File: config.mk
export PLATFORM = sky130hd
export DESIGN_NAME = vector_ram_gather
export DESIGN_NICKNAME = d
export VERILOG_FILES = /design/src/rtl/vector_ram_gather.sv
export SDC_FILE = /design/constraint.sdc
export NUM_CORES = 1
export LEC_CHECK = 0
export ABC_AREA = 1
export ABC_CLOCK_PERIOD_IN_PS = 13400
export BUFFER_PORTS_ARGS = -buffer_cell sky130_fd_sc_hd__clkbuf_2
export CORE_AREA = 4 4 276 278
export CTS_CLUSTER_DIAMETER = 120
export DETAILED_ROUTE_END_ITERATION = 10
export DIE_AREA = 0 0 280 282
export PLACE_DENSITY_LB_ADDON = 0.2
export SYNTH_ARGS = -nofsm -noshare
export SYNTH_HDL_FRONTEND = slang
export SYNTH_SLANG_ARGS = --single-unit
File: constraint.sdc
create_clock -name clk -period 13.4 [get_ports clk]
set_input_delay 2.68 -clock clk [delete_from_list [all_inputs] [get_ports clk]]
set_output_delay 2.68 -clock clk [all_outputs]
set_load 0.02 [all_outputs]
File: src/rtl/vector_ram_gather.sv
// SpMV gather front-end: fills the vector RAM with a dense x vector, then turns
// column-index beats into credit-bounded RAM reads and returns the values in order.
module vector_ram_gather #(
  parameter int PARALLELISM     = 4,
  parameter int DATA_WIDTH      = 32,
  parameter int ADDR_WIDTH      = 16,
  parameter int VECTOR_LENGTH   = 32,
  parameter int MAX_OUTSTANDING = 4
) (
  input  logic                                   clk,
  input  logic                                   rst,
  input  logic                                   start,
  output logic                                   busy,
  output logic                                   done,
  input  logic                                   fill_valid,
  output logic                                   fill_ready,
  input  logic [PARALLELISM-1:0][DATA_WIDTH-1:0] fill_data,
  input  logic                                   idx_valid,
  output logic                                   idx_ready,
  input  logic [PARALLELISM-1:0][ADDR_WIDTH-1:0] idx_data,
  input  logic                                   idx_last,
  output logic                                   out_valid,
  input  logic                                   out_ready,
  output logic [PARALLELISM-1:0][DATA_WIDTH-1:0] out_data,
  output logic                                   out_last,
  output logic                                   ram_wvalid,
  input  logic                                   ram_wready,
  output logic [PARALLELISM-1:0][ADDR_WIDTH-1:0] ram_waddr,
  output logic [PARALLELISM-1:0][DATA_WIDTH-1:0] ram_wdata,
  output logic                                   ram_arvalid,
  input  logic                                   ram_arready,
  output logic [PARALLELISM-1:0][ADDR_WIDTH-1:0] ram_araddr,
  input  logic                                   ram_rvalid,
  output logic                                   ram_rready,
  input  logic [PARALLELISM-1:0][DATA_WIDTH-1:0] ram_rdata
);
  // state  | meaning
  // IDLE   | waiting for start; stray read responses are sunk
  // FILL   | writing dense x beats to sequential RAM addresses
  // GATHER | issuing index beats as reads, bounded by credits
  // DRAIN  | final index issued; waiting for the out_last beat to leave
  // DONE   | one-cycle done pulse
  typedef enum logic [2:0] {S_IDLE, S_FILL, S_GATHER, S_DRAIN, S_DONE} state_t;

  localparam int CW = $clog2(MAX_OUTSTANDING + 1);
  localparam int PW = (MAX_OUTSTANDING > 1) ? $clog2(MAX_OUTSTANDING) : 1;
  localparam logic [CW-1:0]         CREDITS_MAX = CW'(MAX_OUTSTANDING);
  localparam logic [PW-1:0]         PTR_LAST    = PW'(MAX_OUTSTANDING - 1);
  localparam logic [ADDR_WIDTH-1:0] VL_A        = ADDR_WIDTH'(VECTOR_LENGTH);
  localparam logic [ADDR_WIDTH-1:0] P_A         = ADDR_WIDTH'(PARALLELISM);

  state_t                                 state, state_nxt;
  logic [ADDR_WIDTH-1:0]                  fill_base;
  logic [CW-1:0]                          credits;
  logic [CW-1:0]                          resp_count;
  logic [PW-1:0]                          tag_wptr, resp_wptr, rd_ptr;
  logic [PARALLELISM-1:0]                 tag_mask_mem [MAX_OUTSTANDING];
  logic                                   tag_last_mem [MAX_OUTSTANDING];
  logic [PARALLELISM-1:0][DATA_WIDTH-1:0] resp_mem     [MAX_OUTSTANDING];
  logic [PARALLELISM-1:0]                 oor_mask;
  logic [PARALLELISM-1:0]                 push_mask;
  logic [PARALLELISM-1:0][DATA_WIDTH-1:0] push_data;
  logic fill_hs, can_issue, issue, resp_full, resp_push, release_beat;

  function automatic logic [PW-1:0] ptr_inc(input logic [PW-1:0] p);
    return (p == PTR_LAST) ? '0 : p + PW'(1);
  endfunction

  always_comb begin
    for (int k = 0; k < PARALLELISM; k++) begin
      oor_mask[k]   = (idx_data[k] >= VL_A);
      ram_araddr[k] = oor_mask[k] ? '0 : idx_data[k];
      ram_waddr[k]  = fill_base + ADDR_WIDTH'(k);
    end
  end

  // A zero-latency response belongs to the tag being written this very cycle.
  assign push_mask = (issue && (tag_wptr == resp_wptr)) ? oor_mask : tag_mask_mem[resp_wptr];

  always_comb begin
    for (int k = 0; k < PARALLELISM; k++)
      push_data[k] = push_mask[k] ? '0 : ram_rdata[k];
  end

  assign busy         = (state != S_IDLE);
  assign done         = (state == S_DONE);
  assign ram_wvalid   = (state == S_FILL) && fill_valid;
  assign fill_ready   = (state == S_FILL) && ram_wready;
  assign ram_wdata    = fill_data;
  assign fill_hs      = ram_wvalid && ram_wready;
  assign can_issue    = (state == S_GATHER) && (credits != '0);
  assign ram_arvalid  = can_issue && idx_valid;
  assign idx_ready    = can_issue && ram_arready;
  assign issue        = ram_arvalid && ram_arready;
  assign resp_full    = (resp_count == CREDITS_MAX);
  assign ram_rready   = !resp_full;
  assign resp_push    = ram_rvalid && ram_rready && ((state == S_GATHER) || (state == S_DRAIN));
  assign out_valid    = (resp_count != '0);
  assign out_data     = resp_mem[rd_ptr];
  assign out_last     = out_valid && tag_last_mem[rd_ptr];
  assign release_beat = out_valid && out_ready;

  always_comb begin
    state_nxt = state;
    case (state)
      S_IDLE:   if (start) state_nxt = S_FILL;
      S_FILL:   if (fill_hs && (fill_base + P_A == VL_A)) state_nxt = S_GATHER;
      S_GATHER: if (issue && idx_last) state_nxt = S_DRAIN;
      S_DRAIN:  if (release_beat && out_last) state_nxt = S_DONE;
      S_DONE:   state_nxt = S_IDLE;
      default:  state_nxt = S_IDLE;
    endcase
  end

  always_ff @(posedge clk or posedge rst) begin
    if (rst) begin
      state      <= S_IDLE;
      fill_base  <= '0;
      credits    <= CREDITS_MAX;
      resp_count <= '0;
      tag_wptr   <= '0;
      resp_wptr  <= '0;
      rd_ptr     <= '0;
    end else begin
      state <= state_nxt;
      if ((state == S_IDLE) && start) begin
        fill_base <= '0;
        credits   <= CREDITS_MAX;
      end else begin
        if (fill_hs) fill_base <= fill_base + P_A;
        case ({issue, release_beat})
          2'b10:   credits <= credits - CW'(1);
          2'b01:   credits <= credits + CW'(1);
          default: credits <= credits;
        endcase
      end
      case ({resp_push, release_beat})
        2'b10:   resp_count <= resp_count + CW'(1);
        2'b01:   resp_count <= resp_count - CW'(1);
        default: resp_count <= resp_count;
      endcase
      if (issue)        tag_wptr  <= ptr_inc(tag_wptr);
      if (resp_push)    resp_wptr <= ptr_inc(resp_wptr);
      if (release_beat) rd_ptr    <= ptr_inc(rd_ptr);
    end
  end

  // FIFO storage needs no reset; occupancy is tracked by the pointers above.
  always_ff @(posedge clk) begin
    if (issue) begin
      tag_mask_mem[tag_wptr] <= oor_mask;
      tag_last_mem[tag_wptr] <= idx_last;
    end
    if (resp_push) resp_mem[resp_wptr] <= push_data;
  end

endmodule
; ---- Word level (Yosys, flattened, before mapping)
; Memory sizes are Yosys's and may differ from the RTL's.
; Index checks and enable logic that the tools add are counted.
[totals]
ff_bits = 31
mem_bits_rw = 532
input_bits = 330
output_inout_bits = 393
wordCells = 95
mem_count = 3
[mem_list]
columns = name, words, word_bits, rd, rd_ports_with_merged_regs, write_ports, line
row1 = resp_mem, 4, 128, 1, 0, 1, 59  ; logic [PARALLELISM-1:0][DATA_WIDTH-1:0] resp_mem [MAX_OUTSTANDING];
row2 = tag_mask_mem, 4, 4, 1, 0, 1, 57  ; logic [PARALLELISM-1:0] tag_mask_mem [MAX_OUTSTANDING];
row3 = tag_last_mem, 4, 1, 1, 0, 1, 58  ; logic tag_last_mem [MAX_OUTSTANDING];
[classes]
add_sub_neg = 11
magnitude_cmp = 4
eq_ne = 18
mux = 26
n_reduce_logical = 26
[ops]
columns = op, n
row1 = $mux W32, 4
row2 = $mux W16, 6
row3 = $ge A16 B6 Y1 const B, 4
row4 = $add A16 B2 Y16 const B, 2
row5 = $add A16 B1 Y16 const B, 1
row6 = $add A16 B3 Y16 const B, 1
row7 = $eq A16 B6 Y1 const B, 1
row8 = $logic_and A1 B1 Y1, 16
row9 = $mux W3, 5
row10 = $pmux W3 S2, 2
row11 = $pmux W3 S4, 1
row12 = $reduce_bool A3 Y1, 4
row13 = $eq A2 B2 Y1 const B, 5
row14 = $add A2 B1 Y2 const B, 3
row15 = $add A3 B1 Y3 const B, 2
row16 = $eq A3 B2 Y1 const B, 2
row17 = $eq A3 B3 Y1 const B, 2
row18 = $mux W2, 3
row19 = $ne A2 B1 Y1 const B, 3
row20 = $sub A3 B1 Y3 const B, 2
row21 = $eq A2 B1 Y1 const B, 2
row22 = $mux W1, 4
row23 = $mux W4, 1
row24 = $reduce_and A4 Y1, 1
row25 = other kinds (7), 8

; ---- Logic depth before layout (Yosys ltp)
; Gate-level depths: netlist of run 1.
[logic_depth]
depth_word = 7
depth_mapped = 14
ltp_nobuf = 14

; ---- Worst setup path before layout of run 1
; OpenSTA, ideal clock, no wires.
[synth_timing]
kind = in2reg
start = input ram_rvalid
end = memory resp_mem[0][0] in the netlist's numbering (enable)
setup_time_ns = 0.617
arrival_ns = 8.347
required_ns = 12.783
slack_ns = 4.436
stages = 2
path_buffers = 0
path_cell_list = nand4_1 nor2_1
[synth_between]
elab_chain_len = 4
[synth_lines]
columns = element, line
row1 = from (decl), 33  ; input logic ram_rvalid,
row2 = $logic_and A1 B1 Y1 (2 in a row), 97  ; assign resp_push = ram_rvalid && ram_rready && ((state == S_GATHER) || (state == S_DRAIN));
row3 = $mux W1, 154  ; if (resp_push) resp_mem[resp_wptr] <= push_data;
row4 = $mux W1 (implied by the code), 154
row5 = to (decl), 59
; No other way between the ends.

==> results of run 1 <==
placed cells by master, fill, tap and decap left out, types with 3 or more instances in the layout:
cell and n:
buf_4 17, xor2_1 3, clkinv_1 14, clkinv_16 3, inv_1 201, nand2_1 79
clkbuf_16 66, nand4_1 8, o21ai_2 4, nand3_1 20, ha_1 12, clkbuf_1 14
nor3_1 9, nor2_2 10, clkbuf_2 414, nand2_2 6, a21oi_1 7, edfxtp_1 532
conb_1 52, dfrtp_1 26, o22ai_1 137, nor2_1 436, nor2_4 5, nor4_1 8
bufinv_16 3, clkinv_2 6, o21ai_0 282
through the flow:
stage               worst slack, ps  hold slack [ps]
finish                         6863            511.1
global route                   6603            519.7
CTS                            6656            513.4
detailed placement             6851            509.3
global placement               6939            499.0
floorplan                      4436            485.6
metal layers:
metal | vias up | global-route usage | routed length [µm]
li1 | 7504 | - | -
met3 | 122 | 0.07966 | 7948
met4 | 4 | 0.05536 | 1936
met1 | 7729 | 0.2065 | 27690
met5 | - | 0.01133 | 123
met2 | 641 | 0.3073 | 36930
worst paths after layout:
check                                start            to
worst max-delay path             rd_ptr[1]  out_data[65]
worst min-delay path            credits[2]    credits[2]
worst max register to register   rd_ptr[0]      state[0]
worst min register to register  credits[2]    credits[2]
max in group asynchronous              rst     rd_ptr[1]
min in group asynchronous              rst  fill_base[2]
power breakdown:
group          switching (µW)  internal (µW)  total [µW]
clock network             709            970        1680
registers                 144           2400        2540
logic                    1840            612        2450
cell families (layout without fill, tap and decap cells):
family                     count (synthesis)  count (layout)  share of synthesized area
AOI/OAI and AO/OA                        432             432                    0.09619
xor gates and xnor gates                   4               4                   0.001433
adders and majority gates                 14              14                   0.007777
buffers and inverters                    527             748                     0.1151
DFF                                      561             561                     0.6830
other                                      2              54                  0.0003071
and+or+nand+nor                          585             585                    0.09614
layout make-up:
class	count	area (µm²)	area share
Antenna cell	2	5.005	0.0001781
Clock buffer	80	1704	0.06063
Multi-Input combinational cell	1087	5154	0.1834
Timing Repair Buffer	432	2220	0.07897
Clock inverter	31	320.3	0.01140
Sequential cell	561	16710	0.5945
Tap cell	969	1212	0.04314
Inverter	205	782.0	0.02782
flip-flops by register name, indices dropped and copies added, names as in the netlist:
register,cells
resp_mem,512
tag_last_mem,4
tag_wptr,2
tag_mask_mem,16
credits,3
resp_count,3
state,3
fill_base,14
rd_ptr,2
resp_wptr,2
worst max-delay path, stage by stage, from the launching register on:
cell and delay, ps:
dfrtp_4 760, inv_4 590, buf_4 810, o21ai_0 220
o22ai_1 440, clkbuf_2 260
==> metrics, run 1 <==
status completed; TritonCTS clock tree done; cts hold-fix bufs 0; post-synthesis instance area 24,450 µm²; Routed Antenna Nets 0; RSZ-0062 raised after global routing false; final setup TNS 0 ps; prevailing post-synth register cell edfxtp_1; total CTS buffers 66; core area between 70,000 and 80,000 µm²; reg2reg path depth 11; post_cts resized 0; max-slew violations 0; final hold vios 0; first-pass GRT wire length roughly 110 mm; Netlist cell types 35; Die Width 280 µm; # port buffers 414; crit end category output port; measured slew at the worst slew-check pin roughly 1100 ps; Worst Skew between 20 and 30 ps; post-synth top area share 0.6533; commonest cells in the netlist edfxtp_1 (532), nor2_1 (440), o21ai_0 (282), buf_4 (203), inv_1 (202); sequential area share after synthesis 0.6830; dpl cell area 26,080 µm²; synth warn 0; Inst Count DP 3,254; Layout Cells excl Fill approximately 3,400; # nets final ~2,700; Max Clock Freq 153.0 MHz; Root Buffer clkbuf_16; Reg2Reg Setup Slack 9770 ps; via count between 15,000 and 20,000; layout cells sized above 1 0.2295; final instance area ~28,000 µm²; Setup Buffers After CTS 0; min cycle time layout roughly 6500 ps; Worst EP arrival roughly 3900 ps; slew margin rel. 0.2385; Crit Path Max Fanout 79; Worst-Skew Late Latency between 600 and 700 ps; Post-synth EDFFs 532; largest area contributor in the synthesized netlist edfxtp_1; DP HPWL 48.32 mm; FP Rows 100; WP data required 10,720 ps; synth-to-layout area growth 14.94%; Initial Utilization 0.3307; final wirelength 74.62 mm; grt ovf 0; Cells after Synth 2,125; Setup CP Type reg -> out; Worst VDD drop 0.2119 mV; HP Class reg -> reg; Vias/cell 4.752; Num Clock Sinks 561; largest net degree at the start of global routing approximately 220; GPL Wtd Cong 0.7808; LEAKAGE 0.01102 µW; GRT Total Usage 0.1810; # setup viols final 0; number of global-route vias before repair 15,764; FF+latch count, synth 561; die area 78,960 µm²; DRC Markers 0; clk buf depth 3; initial drt markers a little under 1,000; htree depth 3; number of max-cap violations 0; top post-synthesis cells by area edfxtp_1 (65%), nor2_1 (6.8%), buf_4 (6.2%); total power 6674 µW; layout filler cell count 7,207; asr flop ratio synth 0.05169; routed len/inst 22.16 µm; Avg Inst Size Synth ~12 µm²; post-route clock period utilization 0.4878; Reg clk slew, reported paths 50 ps; DRT Pass-1 Iters 5; Ports around 720; Cell Pwr Density 237.5 nW/µm²; WHS Path Cells 2; Setup crit start kind register; initial antenna violation count 2; count leader, synth edfxtp_1; fin util 0.3801; Die Y 282 µm
Power figures use the tool's default switching activity.
==> run 2, diff against run 1 <==
--- a/config.mk
+++ b/config.mk
@@ -6,7 +6,7 @@
 export NUM_CORES = 1
 export LEC_CHECK = 0
 export ABC_AREA = 1
-export ABC_CLOCK_PERIOD_IN_PS = 13400
+export ABC_CLOCK_PERIOD_IN_PS = 6080
 export BUFFER_PORTS_ARGS = -buffer_cell sky130_fd_sc_hd__clkbuf_2
 export CORE_AREA = 4 4 276 278
 export CTS_CLUSTER_DIAMETER = 120
==> constraint.sdc (replaced) <==
create_clock -name clk -period 6.08 [get_ports clk]
set_input_delay 1.216 -clock clk [delete_from_list [all_inputs] [get_ports clk]]
set_output_delay 1.216 -clock clk [all_outputs]
set_load 0.02 [all_outputs]
==> run 2 against run 1 <==
First-iteration DRC count decreased by 3.4%. Utilization increased by 0.23 points. Clock skew decreased by 11 ps. Register-to-register slack worse by 6800 ps. Count of clock-buffer cells in the layout fell by 13. Via count about the same. Sequential share of layout area is 0.36 points lower. Cell area increased by 0.60%. Non-clock buffer count up 1. Sequential power grew 120%. Total power grew 120%. Wire length is 1.6% lower. Critical path type unchanged. Largest cell class unchanged.
==> metrics, run 2 (same netlist as run 1, synthesis figures left out) <==
measured slew at the worst slew-check pin 1056 ps; Initial Utilization 0.3307; layout cells sized above 1 0.2362; clock power share 0.261; core area around 74,000 µm²; TritonCTS clock tree done; Setup crit start kind register; htree depth 2; Worst-Skew Late Latency 620 ps; Routed Antenna Nets 0; grt ovf 0; Top Registers resp_mem (512), tag_mask_mem (16), fill_base (14); Largest Register resp_mem; min cycle time layout 4334 ps; Setup Buffers After CTS 0; die area 78,960 µm²; Sequential Power Share 0.372; commonest non-fill, non-tap cell in the layout edfxtp_1; routed len/inst about 22 µm; DRC Markers 0; largest net degree at the start of global routing 166; Vias/cell 4.749; Die Width about 280 µm; # nets final 2,693; via count ~16,000; Int Power 8990 µW; crit end category output port; synth-to-layout area growth 15.63%; DRT Pass-1 Iters 5; number of flip-flops in the largest register 512; DP HPWL around 48 mm; GPL Wtd Cong 0.7877; Reg clk slew, reported paths roughly 60 ps; switch share 0.3953; ant diodes 0; Max Clock Freq between 200 and 250 MHz; HP Class reg -> reg; switching pwr roughly 5900 µW; final wirelength between 70 and 80 mm; RSZ-0062 raised after global routing false; M2 GR Usage 0.3034; GRT Total Usage 0.1773; most frequent cells in the layout edfxtp_1 (532), nor2_1 (436), clkbuf_2 (414); cts hold-fix bufs 0; status completed; Worst EP arrival 3120 ps; Crit Path Max Fanout 70; clk buf depth 3; final hold vios 0; pre-CTS WS 2318 ps; post_cts resized 0; number of global-route vias before repair 15,810; number of max-cap violations 0; Worst VDD drop ~0.43 mV; Comb power frac 0.367; Die Y 282 µm; met1 GRT Util 0.2002; setup ws final 1746 ps; Root Buffer clkbuf_16; Top Usage Layer GRT met2; Crit path max-delay family buffers and inverters; max-slew violations 0; CP max stage delay 690 ps; first-pass GRT wire length 104.9 mm; Setup CP Type reg -> out; final setup TNS 0 ps; initial drt markers 956; CP Cell Sequence inv_4 > buf_4 > o21ai_0 > o22ai_1 > clkbuf_2; Ports 723; LEAKAGE 0.01110 µW; slew margin rel. 0.2959; initial antenna violation count 1; Cell Pwr Density approximately 530 nW/µm²; post-route clock period utilization 0.7129; # port buffers approximately 410; total CTS buffers 61; fin util 0.3824; Buf/Inv on CP 3; FP Rows 100; WP data required 4860 ps; met3 Use GR 0.07345; # setup viols final 0; Worst Skew 17.16 ps; Crit-path slowest cell inv_4; Num Clock Sinks about 560
run 2: power groups by stage:
stage	logic [µW]	registers, µW	clock network, µW
floorplan	3790	5610	0
global placement	5530	5600	0
detailed placement	5590	5610	0
CTS	5610	5530	3990
global route	6010	5580	4160
finish	5450	5530	3880
run 2: worst paths after layout:
| kind | start | cells past startpoint | slack (ps) | endpoint |
|---|---|---|---|---|
| setup / recovery | rd_ptr[1] | 5 | 1750 | out_data[62] |
| hold / removal | credits[2] | 2 | 520 | credits[2] |
| setup reg to reg | resp_wptr[0] | 7 | 2980 | resp_mem[3][67] |
| hold reg to reg | credits[2] | 2 | 520 | credits[2] |
| max in group asynchronous | rst | 3 | 5070 | rd_ptr[0] |
| min in group asynchronous | rst | 3 | 670 | fill_base[3] |
run 2: layer usage:
| layer | routed length, µm | up-vias |
|---|---|---|
| met5 | 161 | - |
| met4 | 2560 | 6 |
| met3 | 7256 | 124 |
| met2 | 36040 | 589 |
| met1 | 27390 | 7754 |
| li1 | - | 7530 |
run 2: cell type report:
cell class | count | area [µm²]
clock inverter | 48 | 558.0
timing repair buffer | 433 | 2290
sequential | 561 | 16710
clock buffer | 67 | 1570
tap | 969 | 1212
fill | 7189 | 45670
inverter | 205 | 782.0
multi-input combinational | 1087 | 5154
run 2: metrics by stage:
stage / hold slack [ps] / instance area, µm² / std cells / power, µW
after floorplan: 485.6 / 24640 / 2175 / 9394
after global placement: 506.7 / 26150 / 3255 / 11130
after detailed placement: 516.7 / 26150 / 3255 / 11210
after CTS: 526.3 / 28280 / 3370 / 15130
after global routing: 540.9 / 28280 / 3370 / 15750
final: 524.4 / 28280 / 3370 / 14870
run 2: worst min-delay path, cell delays in order, from the launching register on:
cell      delay [ps]
dfstp_2          380
nand2_1           60
o211ai_1          80
